$ cat src/rtl/fphub_adder_seq_if.sv
// Operand/result handshake bundle for the sequential HUB adder.
// The issue side (master) drives start/op/X/Y and ack. The adder (slave) returns ready/finish/Z.
interface fphub_adder_seq_if #(
  parameter int M = 23,
  parameter int E = 8
);
  logic         start;
  logic         ready;
  logic         op;
  logic [E+M:0] X;
  logic [E+M:0] Y;
  logic         finish;
  logic         ack;
  logic [E+M:0] Z;

  modport master (output start, op, X, Y, ack, input ready, finish, Z);
  modport slave  (input start, op, X, Y, ack, output ready, finish, Z);
endinterface

$ cat src/rtl/fphub_adder_seq.sv
// Multi-cycle HUB floating-point adder/subtractor.
// The FSM walks IDLE -> ALIGN -> ADD -> NORM -> DONE, with one register stage per state.
// Special operands are resolved in ALIGN and ride along, so the latency never changes.
module fphub_adder_seq #(
  parameter int M     = 23,
  parameter int E     = 8,
  parameter int GUARD = 1
) (
  input  logic               clk,
  input  logic               rst,
  fphub_adder_seq_if.slave   bus
);
  localparam int N  = E + M + 1;
  localparam int W  = M + 2 + GUARD;
  localparam int LW = $clog2(W);

  typedef enum logic [2:0] {S_IDLE, S_ALIGN, S_ADD, S_NORM, S_DONE} state_t;

  state_t         r_state, w_next;
  logic [N-1:0]   r_x, r_y, r_z, r_spec_z;
  logic           r_spec, r_sign, r_sub;
  logic [W-1:0]   r_maj, r_min;
  logic [W:0]     r_sum;
  logic [E-1:0]   r_exp;

  // Operand fields. r_y already carries the op-adjusted sign.
  logic         w_xs, w_ys, w_xz, w_yz, w_xi, w_yi, w_x_major, w_maj_s;
  logic [E-1:0] w_xe, w_ye, w_maj_e, w_min_e, w_d;
  logic [M-1:0] w_xf, w_yf, w_maj_f, w_min_f;
  logic [W-1:0] w_maj_sig, w_min_base, w_min_sig;

  assign w_xs = r_x[N-1];
  assign w_ys = r_y[N-1];
  assign w_xe = r_x[N-2 -: E];
  assign w_ye = r_y[N-2 -: E];
  assign w_xf = r_x[M-1:0];
  assign w_yf = r_y[M-1:0];
  assign w_xz = (w_xe == '0);
  assign w_yz = (w_ye == '0);
  assign w_xi = &w_xe;
  assign w_yi = &w_ye;

  // Order by magnitude so the subtraction in ADD can never go negative.
  assign w_x_major  = (w_xe > w_ye) || ((w_xe == w_ye) && (w_xf >= w_yf));
  assign w_maj_e    = w_x_major ? w_xe : w_ye;
  assign w_min_e    = w_x_major ? w_ye : w_xe;
  assign w_maj_f    = w_x_major ? w_xf : w_yf;
  assign w_min_f    = w_x_major ? w_yf : w_xf;
  assign w_maj_s    = w_x_major ? w_xs : w_ys;
  assign w_d        = w_maj_e - w_min_e;
  // Significand layout: hidden 1, fraction, ILSB = 1, then the guard zeros.
  assign w_maj_sig  = W'({1'b1, w_maj_f, 1'b1}) << GUARD;
  assign w_min_base = W'({1'b1, w_min_f, 1'b1}) << GUARD;
  assign w_min_sig  = (int'(w_d) >= W) ? '0 : (w_min_base >> w_d);

  logic         w_spec;
  logic [N-1:0] w_spec_z;
  // Special-case classification in priority order. An inf result has its fraction cleared.
  always_comb begin
    w_spec   = 1'b1;
    w_spec_z = '0;
    if (w_xi && w_yi && (w_xs != w_ys)) w_spec_z = {1'b0, {E{1'b1}}, {M{1'b1}}};
    else if (w_xi)                      w_spec_z = {w_xs, {E{1'b1}}, {M{1'b0}}};
    else if (w_yi)                      w_spec_z = {w_ys, {E{1'b1}}, {M{1'b0}}};
    else if (w_xz && w_yz)              w_spec_z = '0;
    else if (w_xz)                      w_spec_z = r_y;
    else if (w_yz)                      w_spec_z = r_x;
    else                                w_spec   = 1'b0;
  end

  logic [LW-1:0] w_lzc;
  logic [W-1:0]  w_norm;
  logic [E+1:0]  w_exp_n;
  logic [M-1:0]  w_frac;
  logic          w_unf, w_ovf;
  logic [N-1:0]  w_z;
  // Leading-zero count. Later iterations override earlier ones, so the highest set bit wins.
  always_comb begin
    w_lzc = '0;
    for (int i = 0; i < W; i++)
      if (r_sum[i]) w_lzc = LW'(W - 1 - i);
  end

  assign w_norm  = r_sum[W-1:0] << w_lzc;
  // The top bit is a borrow indicator. Together with a zero value it marks underflow.
  assign w_exp_n = r_sum[W] ? ({2'b00, r_exp} + (E+2)'(1))
                            : ({2'b00, r_exp} - (E+2)'(w_lzc));
  assign w_unf   = w_exp_n[E+1] || (w_exp_n == '0);
  assign w_ovf   = w_exp_n[E] || (&w_exp_n[E-1:0]);
  // Keeping the M bits under the leading 1 and dropping the rest is the HUB rounding.
  assign w_frac  = r_sum[W] ? r_sum[W-1 -: M] : w_norm[W-2 -: M];

  // Result assembly: specials first, then cancellation, then exponent range.
  always_comb begin
    w_z = {r_sign, w_exp_n[E-1:0], w_frac};
    if (r_spec)              w_z = r_spec_z;
    else if (r_sum == '0)    w_z = '0;
    else if (w_unf)          w_z = '0;
    else if (w_ovf)          w_z = {r_sign, {E{1'b1}}, {M{1'b0}}};
  end

  // State register.
  always_ff @(posedge clk) begin
    if (rst) r_state <= S_IDLE;
    else     r_state <= w_next;
  end

  // Next-state logic. start is only looked at in IDLE and ack only in DONE.
  always_comb begin
    w_next = r_state;
    case (r_state)
      S_IDLE:  if (bus.start) w_next = S_ALIGN;
      S_ALIGN: w_next = S_ADD;
      S_ADD:   w_next = S_NORM;
      S_NORM:  w_next = S_DONE;
      S_DONE:  if (bus.ack) w_next = S_IDLE;
      default: w_next = S_IDLE;
    endcase
  end

  // Datapath registers. Each state loads only its own stage.
  always_ff @(posedge clk) begin
    if (rst) begin
      r_x <= '0; r_y <= '0; r_z <= '0; r_spec_z <= '0;
      r_spec <= 1'b0; r_sign <= 1'b0; r_sub <= 1'b0;
      r_maj <= '0; r_min <= '0; r_sum <= '0; r_exp <= '0;
    end else begin
      case (r_state)
        S_IDLE: if (bus.start) begin
          r_x <= bus.X;
          r_y <= {bus.Y[N-1] ^ bus.op, bus.Y[N-2:0]};
        end
        S_ALIGN: begin
          r_maj    <= w_maj_sig;
          r_min    <= w_min_sig;
          r_exp    <= w_maj_e;
          r_sign   <= w_maj_s;
          r_sub    <= w_xs ^ w_ys;
          r_spec   <= w_spec;
          r_spec_z <= w_spec_z;
        end
        S_ADD:   r_sum <= r_sub ? ({1'b0, r_maj} - {1'b0, r_min})
                                : ({1'b0, r_maj} + {1'b0, r_min});
        S_NORM:  r_z <= w_z;
        default: ;
      endcase
    end
  end

  assign bus.ready  = (r_state == S_IDLE);
  assign bus.finish = (r_state == S_DONE);
  assign bus.Z      = r_z;
endmodule

$ cat src/flat_wrapper.sv
// flat-port wrapper written by rule: the top's interface ports become plain ports
module fphub_adder_seq_flat 
#(
  parameter int M     = 23,
  parameter int E     = 8,
  parameter int GUARD = 1
)
  (clk, rst, bus_start, bus_op, bus_X, bus_Y, bus_ack, bus_ready, bus_finish, bus_Z);
  fphub_adder_seq_if #(.M(M), .E(E)) bus_i ();
  input  logic clk;
  input  logic rst;
  input wire logic [$bits(bus_i.start)-1:0] bus_start;
  input wire logic [$bits(bus_i.op)-1:0] bus_op;
  input wire logic [$bits(bus_i.X)-1:0] bus_X;
  input wire logic [$bits(bus_i.Y)-1:0] bus_Y;
  input wire logic [$bits(bus_i.ack)-1:0] bus_ack;
  output wire logic [$bits(bus_i.ready)-1:0] bus_ready;
  output wire logic [$bits(bus_i.finish)-1:0] bus_finish;
  output wire logic [$bits(bus_i.Z)-1:0] bus_Z;
  assign bus_i.start = bus_start;
  assign bus_i.op = bus_op;
  assign bus_i.X = bus_X;
  assign bus_i.Y = bus_Y;
  assign bus_i.ack = bus_ack;
  assign bus_ready = bus_i.ready;
  assign bus_finish = bus_i.finish;
  assign bus_Z = bus_i.Z;
  fphub_adder_seq #(.M(M), .E(E), .GUARD(GUARD)) u_core (.clk(clk), .rst(rst), .bus(bus_i));
endmodule
$ cat config.mk
export PLATFORM = sky130hd
export DESIGN_NAME = fphub_adder_seq_flat
export DESIGN_NICKNAME = d
export VERILOG_FILES = /design/src/rtl/fphub_adder_seq_if.sv /design/src/rtl/fphub_adder_seq.sv /design/src/flat_wrapper.sv
export SDC_FILE = /design/constraint.sdc
export NUM_CORES = 1
export LEC_CHECK = 0
export CAP_MARGIN = 30
export CORE_UTILIZATION = 50
export CTS_BUF_LIST = sky130_fd_sc_hd__clkbuf_2
export DETAILED_ROUTE_END_ITERATION = 8
export GPL_TIMING_DRIVEN = 0
export HOLD_SLACK_MARGIN = 0.06
export MAX_ROUTING_LAYER = met4
export PLACE_DENSITY = 0.69
export SYNTH_ARGS = -nofsm -noshare
export SYNTH_HDL_FRONTEND = slang
export SYNTH_SLANG_ARGS = --single-unit
$ cat constraint.sdc
create_clock -name clk -period 12.9 [get_ports clk]
set_input_delay 2.58 -clock clk [delete_from_list [all_inputs] [get_ports clk]]
set_output_delay 2.58 -clock clk [all_outputs]
set_load 0.01 [all_outputs]
# Yosys cells after proc, flatten, opt, wreduce, memory -nomap -nowiden

Cells that the tools add are included.

Magnitude comparators: 3
Reduce and logical (&&, ||, !) cells: 17
Shift-type cells: 2
Equal/unequal tests: 8
Mux-type cells: 54
Bitwise gates (word level): 2
Add/sub/neg operators: 5

Operator list:

| operator                                                               | number |
|---|---|
| 32-bit two-way mux                                                     | 9 |
| 5-bit two-way mux                                                      | 26 |
| 23-bit two-way mux                                                     | 3 |
| 31-bit two-way mux                                                     | 1 |
| 26-bit by 26-bit adder with 27-bit output                              | 1 |
| 27-bit zero test                                                       | 1 |
| 27-bit two-way mux                                                     | 1 |
| 26-bit by 26-bit subtractor with 27-bit output                         | 1 |
| 26-bit two-way mux                                                     | 1 |
| 26-bit by 5-bit << shifter with 25-bit output                          | 1 |
| 26-bit by 8-bit right shift with 26-bit output                         | 1 |
| 8-bit AND reduction                                                    | 3 |
| 23-bit >= comparator                                                   | 1 |
| 8-bit zero test                                                        | 2 |
| 8-bit two-way mux                                                      | 2 |
| 3-bit case mux with 5 select lines                                     | 1 |
| 10-bit zero test                                                       | 1 |
| 10-bit two-way mux                                                     | 1 |
| 8-bit by 1-bit adder with 9-bit output (second input constant)         | 1 |
| 8-bit by 5-bit subtractor with 9-bit output                            | 1 |
| 8-bit == test                                                          | 1 |
| 8-bit by 5-bit >= comparator with 1-bit output (second input constant) | 1 |
| 8-bit > comparator                                                     | 1 |
| 8-bit subtractor                                                       | 1 |
| 12 further kinds                                                       | 28 |

Output and inout bits: 34
Input port bits: 69
Bits in registers: 220
Word-level logic and storage cells: 103

# Depth between registers and ports, before layout

Depth in word-level cells: 34
Depth in mapped cells: 25
Depth with buffers taken out: 22

# Least setup slack after synthesis

OpenSTA, ideal clock, no wires.

Kind: register to register
Start: register u_core.r_sum[3]
End: register u_core.r_z[22] (netlist: u_core.bus.Z[22])
Buffers on the path: 4
Cell stages (with the launch flop): 26
Data arrival time: 4.944 ns
Setup time: 0.131 ns
Setup slack: 7.825 ns
Data required time: 12.769 ns
Clock period less this slack: 5.075 ns
Cell sequence: dfxtp_1 -> clkbuf_1 -> o21bai_1 -> a21oi_1 -> o21bai_1 -> a21oi_1 -> o41ai_2 -> o21a_1 -> buf_2 -> inv_2 -> buf_2 -> ha_1 -> fa_1 -> nand2b_1 -> a21boi_0 -> o21ai_0 -> a31o_2 -> nor4_1 -> nand2_1 -> o31ai_1 -> or2_1 -> clkbuf_1 -> nor2_1 -> a221o_1 -> a211oi_1 -> nor4_1

Word-level cells in the longest chain between the ends: 31
Elaborated cells on any way between the ends: 36
Those cells by class: 1 x add/sub; 1 x shift; 29 x mux; 5 x reduce/logical

RTL lines:

| element                                     | RTL line               | source |
|---|---|---|
| from (decl)                                 | fphub_adder_seq.sv:23  | `logic [W:0] r_sum;` |
| from (signal assigned)                      | fphub_adder_seq.sv:142 | `S_ADD: r_sum <= r_sub ? ({1'b0, r_maj} - {1'b0, r_min})` |
| 5-bit two-way mux (23 in series)            | fphub_adder_seq.sv:81  | `if (r_sum[i]) w_lzc = LW'(W - 1 - i);` |
| 8-bit by 5-bit subtractor with 9-bit output | fphub_adder_seq.sv:87  | `: ({2'b00, r_exp} - (E+2)'(w_lzc));` |
| 10-bit two-way mux                          | fphub_adder_seq.sv:86  | `assign w_exp_n = r_sum[W] ? ({2'b00, r_exp} + (E+2)'(1))` |
| 8-bit AND reduction                         | fphub_adder_seq.sv:89  | `assign w_ovf = w_exp_n[E] \|\| (&w_exp_n[E-1:0]);` |
| 1-bit logical OR                            | fphub_adder_seq.sv:89  |  |
| 31-bit two-way mux                          | fphub_adder_seq.sv:99  | `else if (w_ovf) w_z = {r_sign, {E{1'b1}}, {M{1'b0}}};` |
| 32-bit two-way mux                          | fphub_adder_seq.sv:98  | `else if (w_unf) w_z = '0;` |
| 32-bit two-way mux (*)                      | fphub_adder_seq.sv:97  | `else if (r_sum == '0) w_z = '0;` |
| 32-bit two-way mux (*)                      | fphub_adder_seq.sv:96  | `if (r_spec) w_z = r_spec_z;` |
| to (signal assigned)                        | fphub_adder_seq.sv:144 | `S_NORM: r_z <= w_z;` |
| to (decl)                                   | fphub_adder_seq.sv:20  | `logic [N-1:0] r_x, r_y, r_z, r_spec_z;` |

Mark *: on every way between the ends. The rest lies on a longest branch, timed or not.
A chain may end at the register's enable or synchronous reset.

# Worst setup path in the final report

Start: register u_core.r_sum[3]
End: register u_core.r_z[7] (netlist: u_core.bus.Z[7])

Same word-level chain as after synthesis.

==> results.json <==
{
  "crit_start": "u_core.r_sum[3]$_SDFFE_PP0N_",
  "rsz0062_at_grt": "no",
  "grt.total_usage_pct": 38.13,
  "seq_area_frac_synth_pct": 27.81,
  "most-common-layout-cells": "321 x nand2_1, 219 x dfxtp_1, 213 x a21oi_1",
  "syn-cell-area_mm2": 0.01576,
  "place_area_mm2": 0.01728,
  "portBuffers": 102,
  "switchingPower_w": 0.001391,
  "die_area_mm2": 0.03224,
  "arrival_ns": 7.29,
  "synth_xor_area_share_pct": 1.778,
  "end_kind": "register",
  "cts_buffers": 59,
  "grt_max_degree": 17,
  "clk_pin_slew_ns": 0.12,
  "netlist.area_leader.share_pct": 27.81,
  "async_flop_share_pct": 0,
  "core-area_mm2": 0.03083,
  "pwr-share-seq_pct": 28.4,
  "crit_slowest_cell": "a221oi_1",
  "synth-edff-count": 0,
  "cpPeakStageDelay_ns": 0.63,
  "syn_nets": 2238,
  "yosys_warnings": 0,
  "drt_iter0_markers": 2035,
  "finalSetupViolations": 0,
  "drive_gt1_share_pct": 7.184,
  "path_delay_family": "compound AO/OA/AOI/OAI gates",
  "worstMarginPinSlew_ns": 1.027,
  "skew_ns": 0.1057,
  "pin_count": 103,
  "synth_fa_ha_area_share_pct": 7.446,
  "min_path_cells": 2,
  "crit_type": "register to register",
  "rows": 64,
  "leakagePower_nw": 7.025,
  "synth_top_family_by_area": "compound AO/OA/AOI/OAI gates",
  "crit_path_max_fanout": 11,
  "synth_top_area_cell": "dfxtp_1",
  "synth.area.top_cells": "dfxtp_1 28%, nand2_1 7.6%, mux2i_1 7.3%, ha_1 7.1%, a21oi_1 6.8%",
  "worst_skew_pair.late_latency_ns": 0.96,
  "nNetsFinal": 2401,
  "synth-main-ff-cell": "dfxtp_1",
  "dp_hpwl_um": 47140,
  "post_cts.repair.setup_buffers": 0,
  "postSynthCellCount": 2077,
  "cp.required_ns": 13.71,
  "dr_total_vias": 16810,
  "grt_pass1_wl_um": 93390,
  "synth.area.mux_share_pct": 10.42,
  "dr.pass1.iters": 9,
  "synth.distinct_cells": 92,
  "cts_sinks": 219,
  "maxCapViolations": 0,
  "hold_path.class": "register to register",
  "wl_per_cell_um": 22.57,
  "worst-path-stages": 25,
  "finalHoldViolCount": 0,
  "power_density_mw_per_mm2": 160.4,
  "intPower_w": 0.001464,
  "ctsRootBufferMaster": "clkbuf_2",
  "cp_num_buf_inv": 5,
  "cts_tree": "yes",
  "fp.dieH_um": 179.6,
  "finalWirelength_um": 60480,
  "htreeDepth": 2,
  "whs_ns": 0.4407,
  "maxSlewViolCount": 0,
  "final_common_cell": "nand2_1",
  "finalInstanceArea_mm2": 0.01780,
  "antenna_found_initial": 1,
  "switching_share_pct": 48.72,
  "grt-ovfl-total": 0,
  "gp_congestion": 1.055,
  "tns_ns": 0,
  "synth.avg_cell_area_um2": 7.589,
  "min_from": "u_core.r_spec_z[13]$_SDFFE_PP0P_",
  "max_slew_margin_pct": 31.40,
  "area_growth_pct": 12.95,
  "cts-resized-gates": 0,
  "first_global_vias": 15940,
  "clkPwrFrac_pct": 17.3,
  "violations": "design-rule violations",
  "ir_drop_mv": 0.07971,
  "antenna_left": 0,
  "r2r-start": "u_core.r_sum[3]$_SDFFE_PP0N_",
  "fmax_mhz": 154.4,
  "clockBufferDepth": 3,
  "drcViolationCount": 2,
  "ctsHoldBuffers": 0,
  "initial_core_util_pct": 51.13,
  "rr_worst_depth": 25,
  "crit_path_start_kind": "register",
  "synth-seq-cells": 219,
  "die_w_um": 179.6,
  "synth-simple-area-share_pct": 20.50,
  "pwr-share-comb_pct": 54.3,
  "fin_crit_ns": 6.478,
  "vias_per_cell": 6.272,
  "status": "finished with violations",
  "fill_cells": 3023,
  "synth_compound_area_share_pct": 25.34,
  "fin_crit_sh_pct": 50.22
}
## per-layer routing
layer | up-vias | GRT usage [%] | wire length, um | part of all wire, %
met2 | 877 | 59.09 | 26720 | 44
met3 | 174 | 5.126 | 4781 | 7.9
met4 | 0 | 18.38 | 3103 | 5.1
met5 | - | - | 0 | 0
li1 | 7839 | - | - | -
met1 | 7920 | 49.04 | 25870 | 43
## path summary, 6_finish.rpt
check	end	slack, ns
hold reg to reg	u_core.bus.Z[13]$_SDFFE_PP0P_	0.44
hold / removal	u_core.bus.Z[13]$_SDFFE_PP0P_	0.44
setup / recovery	u_core.bus.Z[7]$_SDFFE_PP0P_	6.42
setup reg to reg	u_core.bus.Z[7]$_SDFFE_PP0P_	6.42
## flip-flops by register name, summed over array words and instances, names as in the netlist
signal and cells:
u_core.r_min 26, u_core.r_sub 1, u_core.r_exp 8, u_core.r_maj 24
u_core.r_spec_z 32, u_core.r_state 3, u_core.r_spec 1, u_core.r_y 32
u_core.bus.Z 32, u_core.r_x 32, u_core.r_sum 27, u_core.r_sign 1
## cell usage after synthesis, drive strengths merged (9+ instances only)
cell type and count:
a211oi 36, a21o 21, a21oi 214, a221oi 14, a22o 36, a311oi 36, a31oi 15, and2 10
buf 35, clkbuf 114, dfxtp 219, ha 89, inv 107, mux2 12, mux2i 118, mux4 14
nand2 322, nand2b 25, nand3 28, nand3b 9, nand4 13, nor2 191, nor2b 9, nor3 72
nor4 17, o211ai 24, o21ai 91, o21bai 10, o22ai 10, o31ai 15, xnor2 27
## logic make-up after synthesis
family,after synthesis
AOI/OAI and AO/OA,601
xor gates and xnor gates,32
adders and majority gates,92
buffers and inverters,258
DFF,219
muxes,144
and+or+nand+nor,731
## metrics by stage
step	instances	power, W	utilization (%)	worst slack (ns)
floorplan	2077	0.001868	-	7.825
global placement	2575	0.002315	56.05	6.500
global route	2680	0.003012	57.75	5.981
CTS	2679	0.002812	57.74	6.595
detailed placement	2575	0.002318	56.05	6.547
finish	2680	0.002855	57.75	6.422
## area by class of cell
type | instances | area (um2) | area share (%)
plain buffers | 150 | 651.9 | 3.661
multi-input cells | 1600 | 10320 | 57.97
clock buffers | 73 | 365.4 | 2.052
repair buffers | 102 | 1021 | 5.734
well taps | 396 | 495.5 | 2.783
diodes | 1 | 2.502 | 0.01405
clock inverters | 31 | 157.7 | 0.8855
flip-flops and latches | 219 | 4384 | 24.62
inverters | 108 | 405.4 | 2.277
## power by group through the flow
stage / clock network [W] / registers (W) / logic (W)
2_1_floorplan: 0 / 0.000783 / 0.00108
3_3_place_gp: 0 / 0.000819 / 0.00150
3_5_place_dp: 0 / 0.000822 / 0.00150
4_1_cts: 0.000501 / 0.000806 / 0.00151
5_1_grt: 0.000540 / 0.000814 / 0.00166
6_report: 0.000495 / 0.000810 / 0.00155
## worst register-to-register path, delay by kind of cell (launching register included)
kind,cells,cell delay (ns)
buf+inv,5,1.32
simple gates,6,0.97
fa+ha+maj,2,0.64
compound gates,12,3.18
flops,1,0.33
No activity file was read; power rests on OpenSTA's default activity.
==> variant: new RTL, same flow settings <==
The 5 states of `state_t` get a one-hot encoding in 5 bits.
--- a/src/rtl/fphub_adder_seq.sv
+++ b/src/rtl/fphub_adder_seq.sv
@@ -16,3 +16,3 @@
 
-  typedef enum logic [2:0] {S_IDLE, S_ALIGN, S_ADD, S_NORM, S_DONE} state_t;
+  typedef enum logic [4:0] {S_IDLE = 5'b00001, S_ALIGN = 5'b00010, S_ADD = 5'b00100, S_NORM = 5'b01000, S_DONE = 5'b10000} state_t;
 
Formal check against the unedited RTL: no difference found for any inputs over 4 cycles, from zero or initial values and one cycle with rst high; so few cycles prove little.
==> variant against the unedited design <==
Synthesized cell count is 1.1% higher; setup slack worse by 480 ps; count of clock-buffer cells in the layout increased by 3; final area down 1.0%; sequential cell count grew 2; synthesized area shrank 1.2%; core utilization down 0.15 points; routed wire length decreased by 4.1%; non-clock buffer count is 8 higher; critical path type unchanged.
Power is not compared: it rests on default switching activity, and its combinational part moved more than twofold at a synthesized area within 25%.
==> variant: results (changes against the unedited design) <==
[cts]
cts_buffer_depth=3  ; unchanged
ctsHtreeMaxLevel=2  ; unchanged
root_buffer=clkbuf_2  ; unchanged
worstSkewPairLatency_ps=980  ; was 960 ps
ctsResizeCount=0  ; unchanged
cts_made_buffers=57  ; was 59
cts_post_setup_buffers_inserted=0  ; unchanged
clk_transition_reported_paths_ps=110

[pwr]
leakagePower_uw=0.006785
peakVddDrop_mv=0.07047

[min_path]
holdPathEnd=u_core.r_spec_z[28]$_SDFFE_PP0P_  ; was u_core.bus.Z[13]$_SDFFE_PP0P_
hold_class=flop to flop  ; unchanged
min_path_cells=2  ; unchanged
hp-start=u_core.r_spec_z[28]$_SDFFE_PP0P_  ; was u_core.r_spec_z[13]$_SDFFE_PP0P_

[final_layout]
drive_above_1_share=0.05849  ; was 0.07184
fillers=3119  ; was 3,023
nNetsFinal=2424  ; was 2,401

[status]
status=finished clean  ; was complete, but fails checks

[setup_path]
crit_arrival_ps=7810  ; was 7290 ps
regToRegSetupSlack_ps=5940  ; was 6420 ps
r2r-end=u_core.bus.Z[4]$_SDFFE_PP0P_  ; was u_core.bus.Z[7]$_SDFFE_PP0P_
cp_slowest_stage_delay_ps=570  ; was 630 ps
slowest_stage=or4_1  ; was a221oi_1
rr_worst_depth=22  ; was 25
r2r_start=u_core.r_sum[12]$_SDFFE_PP0N_  ; was u_core.r_sum[3]$_SDFFE_PP0N_
crit_fanout=10  ; was 11
path_delay_family=buffers and inverters  ; was compound AO/OA/AOI/OAI gates

[placement]
numPortBuffers=101  ; was 102
finalWeightedCongestion=1.012  ; was 1.055
dp_hpwl_um=45900  ; was 47,140 um

[logic_synthesis]
synthTopCellsByCount=nand2_1, a21oi_1, nor2_1  ; was nand2_1, dfxtp_1, a21oi_1
async_reset_ff_frac=0  ; unchanged
synth-xor-area-share=0.02194  ; was 0.01778
seq_area_frac_synth=0.2842  ; was 0.2781
ys.warnings.count=0  ; unchanged
synthAdderAreaFrac=0.07539  ; was 0.07446
synthTopCellsByArea=dfxtp_1, a21oi_1, ha_1  ; was dfxtp_1, nand2_1, mux2i_1
synth_cell_type_count=78  ; was 92
synth-compound-area-share=0.2598  ; was 0.2534
synthMuxAreaShare=0.08142  ; was 0.1042
synth_nets=2260  ; was 2,238

[global_route]
grt_pass1_vias=15440  ; was 15.94k
track_usage=0.3754  ; was 0.3813
antenna_found_initial=1  ; unchanged
grt_max_degree=16  ; was 17
grt_first_pass_wirelength_um=89060  ; was 93,390 um

[route]
drt-total-wl_um=57980  ; was 60,480 um
viasPerCell=6.139  ; was 6.272
firstDrtPassIters=5  ; was 9
drtIter0Drc=1655  ; was 2,035

[sta]
tightest_slew_ps=909.8  ; was 1027 ps
finalClockSkew_ps=100.4  ; was 105.7 ps

==> variant: cell count changes after synthesis, moves of 11 or more <==
cell	delta
clkbuf_1	+15
a211oi_1	+53
a311oi_1	-32
a21oi_1	+29
nand3_1	+11
nor2_1	+36
nand2_1	-44
o21ai_1	-13
nor3_1	+27
mux2i_1	-18
==> variant: metal layers <==
metal  part of all wire  vias to the layer above  global-route usage  routed length [um]
met5                  0                        -                   -                   0
met2               0.45                      755              0.5891               26040
li1                   -                     7917                   -                   -
met3              0.075                      155             0.05179                4342
met1               0.44                     7778              0.4885               25400
met4              0.038                        0              0.1409                2194
==> variant: per-stage QoR <==
stage               instance area (sq um)  std cells    util  setup slack, ps  hold WS [ps]
finish                              17620       2705  0.5760             5939         476.8
global route                        17620       2705  0.5760             5412         502.8
global placement                    17070       2596  0.5582             5772         456.9
floorplan                           15570       2099       -             7633         431.8
CTS                                 17610       2703  0.5758             5819         477.2
detailed placement                  17090       2599  0.5587             5820         459.8
==> variant: report_power, final <==
part | switching, uW | leakage (uW) | internal, uW
Sequential | 39.0 | 0.00179 | 707
Combinational | 487 | 0.00461 | 277
Clock | 316 | 0.000387 | 185
Total | 842 | 0.00678 | 1170
==> variant: final cells by class <==
| class | instances | area, sq um | area share |
|---|---|---|---|
| diodes | 1 | 2.502 | 0.0001420 |
| plain buffers | 155 | 645.6 | 0.03664 |
| clock buffers | 76 | 380.4 | 0.02159 |
| clock inverters | 28 | 141.4 | 0.008024 |
| inverters | 105 | 394.1 | 0.02237 |
| multi-input cells | 1618 | 10100 | 0.5734 |
| flip-flops and latches | 221 | 4424 | 0.2511 |
| well taps | 396 | 495.5 | 0.02812 |
| repair buffers | 105 | 1033 | 0.05865 |
==> variant: tightest hold or removal path: stages (launching register included) <==
cell and delay [ps]:
dfxtp_1 330, nand2_1 50, a21oi_1 50
==> variant: how the worst max path moves through the flow <==
stage                                             start                             to  slack (ps)  cells after the start
final                     u_core.r_sum[12]$_SDFFE_PP0N_   u_core.bus.Z[4]$_SDFFE_PP0P_        5940                     22
after global routing      u_core.r_sum[18]$_SDFFE_PP0N_   u_core.bus.Z[4]$_SDFFE_PP0P_        5410                     24
after CTS                 u_core.r_sum[12]$_SDFFE_PP0N_   u_core.bus.Z[4]$_SDFFE_PP0P_        5820                     22
after detailed placement  u_core.r_sum[10]$_SDFFE_PP0N_   u_core.bus.Z[4]$_SDFFE_PP0P_        5820                     22
after global placement    u_core.r_sum[10]$_SDFFE_PP0N_  u_core.bus.Z[20]$_SDFFE_PP0P_        5770                     22
after floorplan            u_core.r_sum[3]$_SDFFE_PP0N_  u_core.bus.Z[17]$_SDFFE_PP0P_        7630                     21
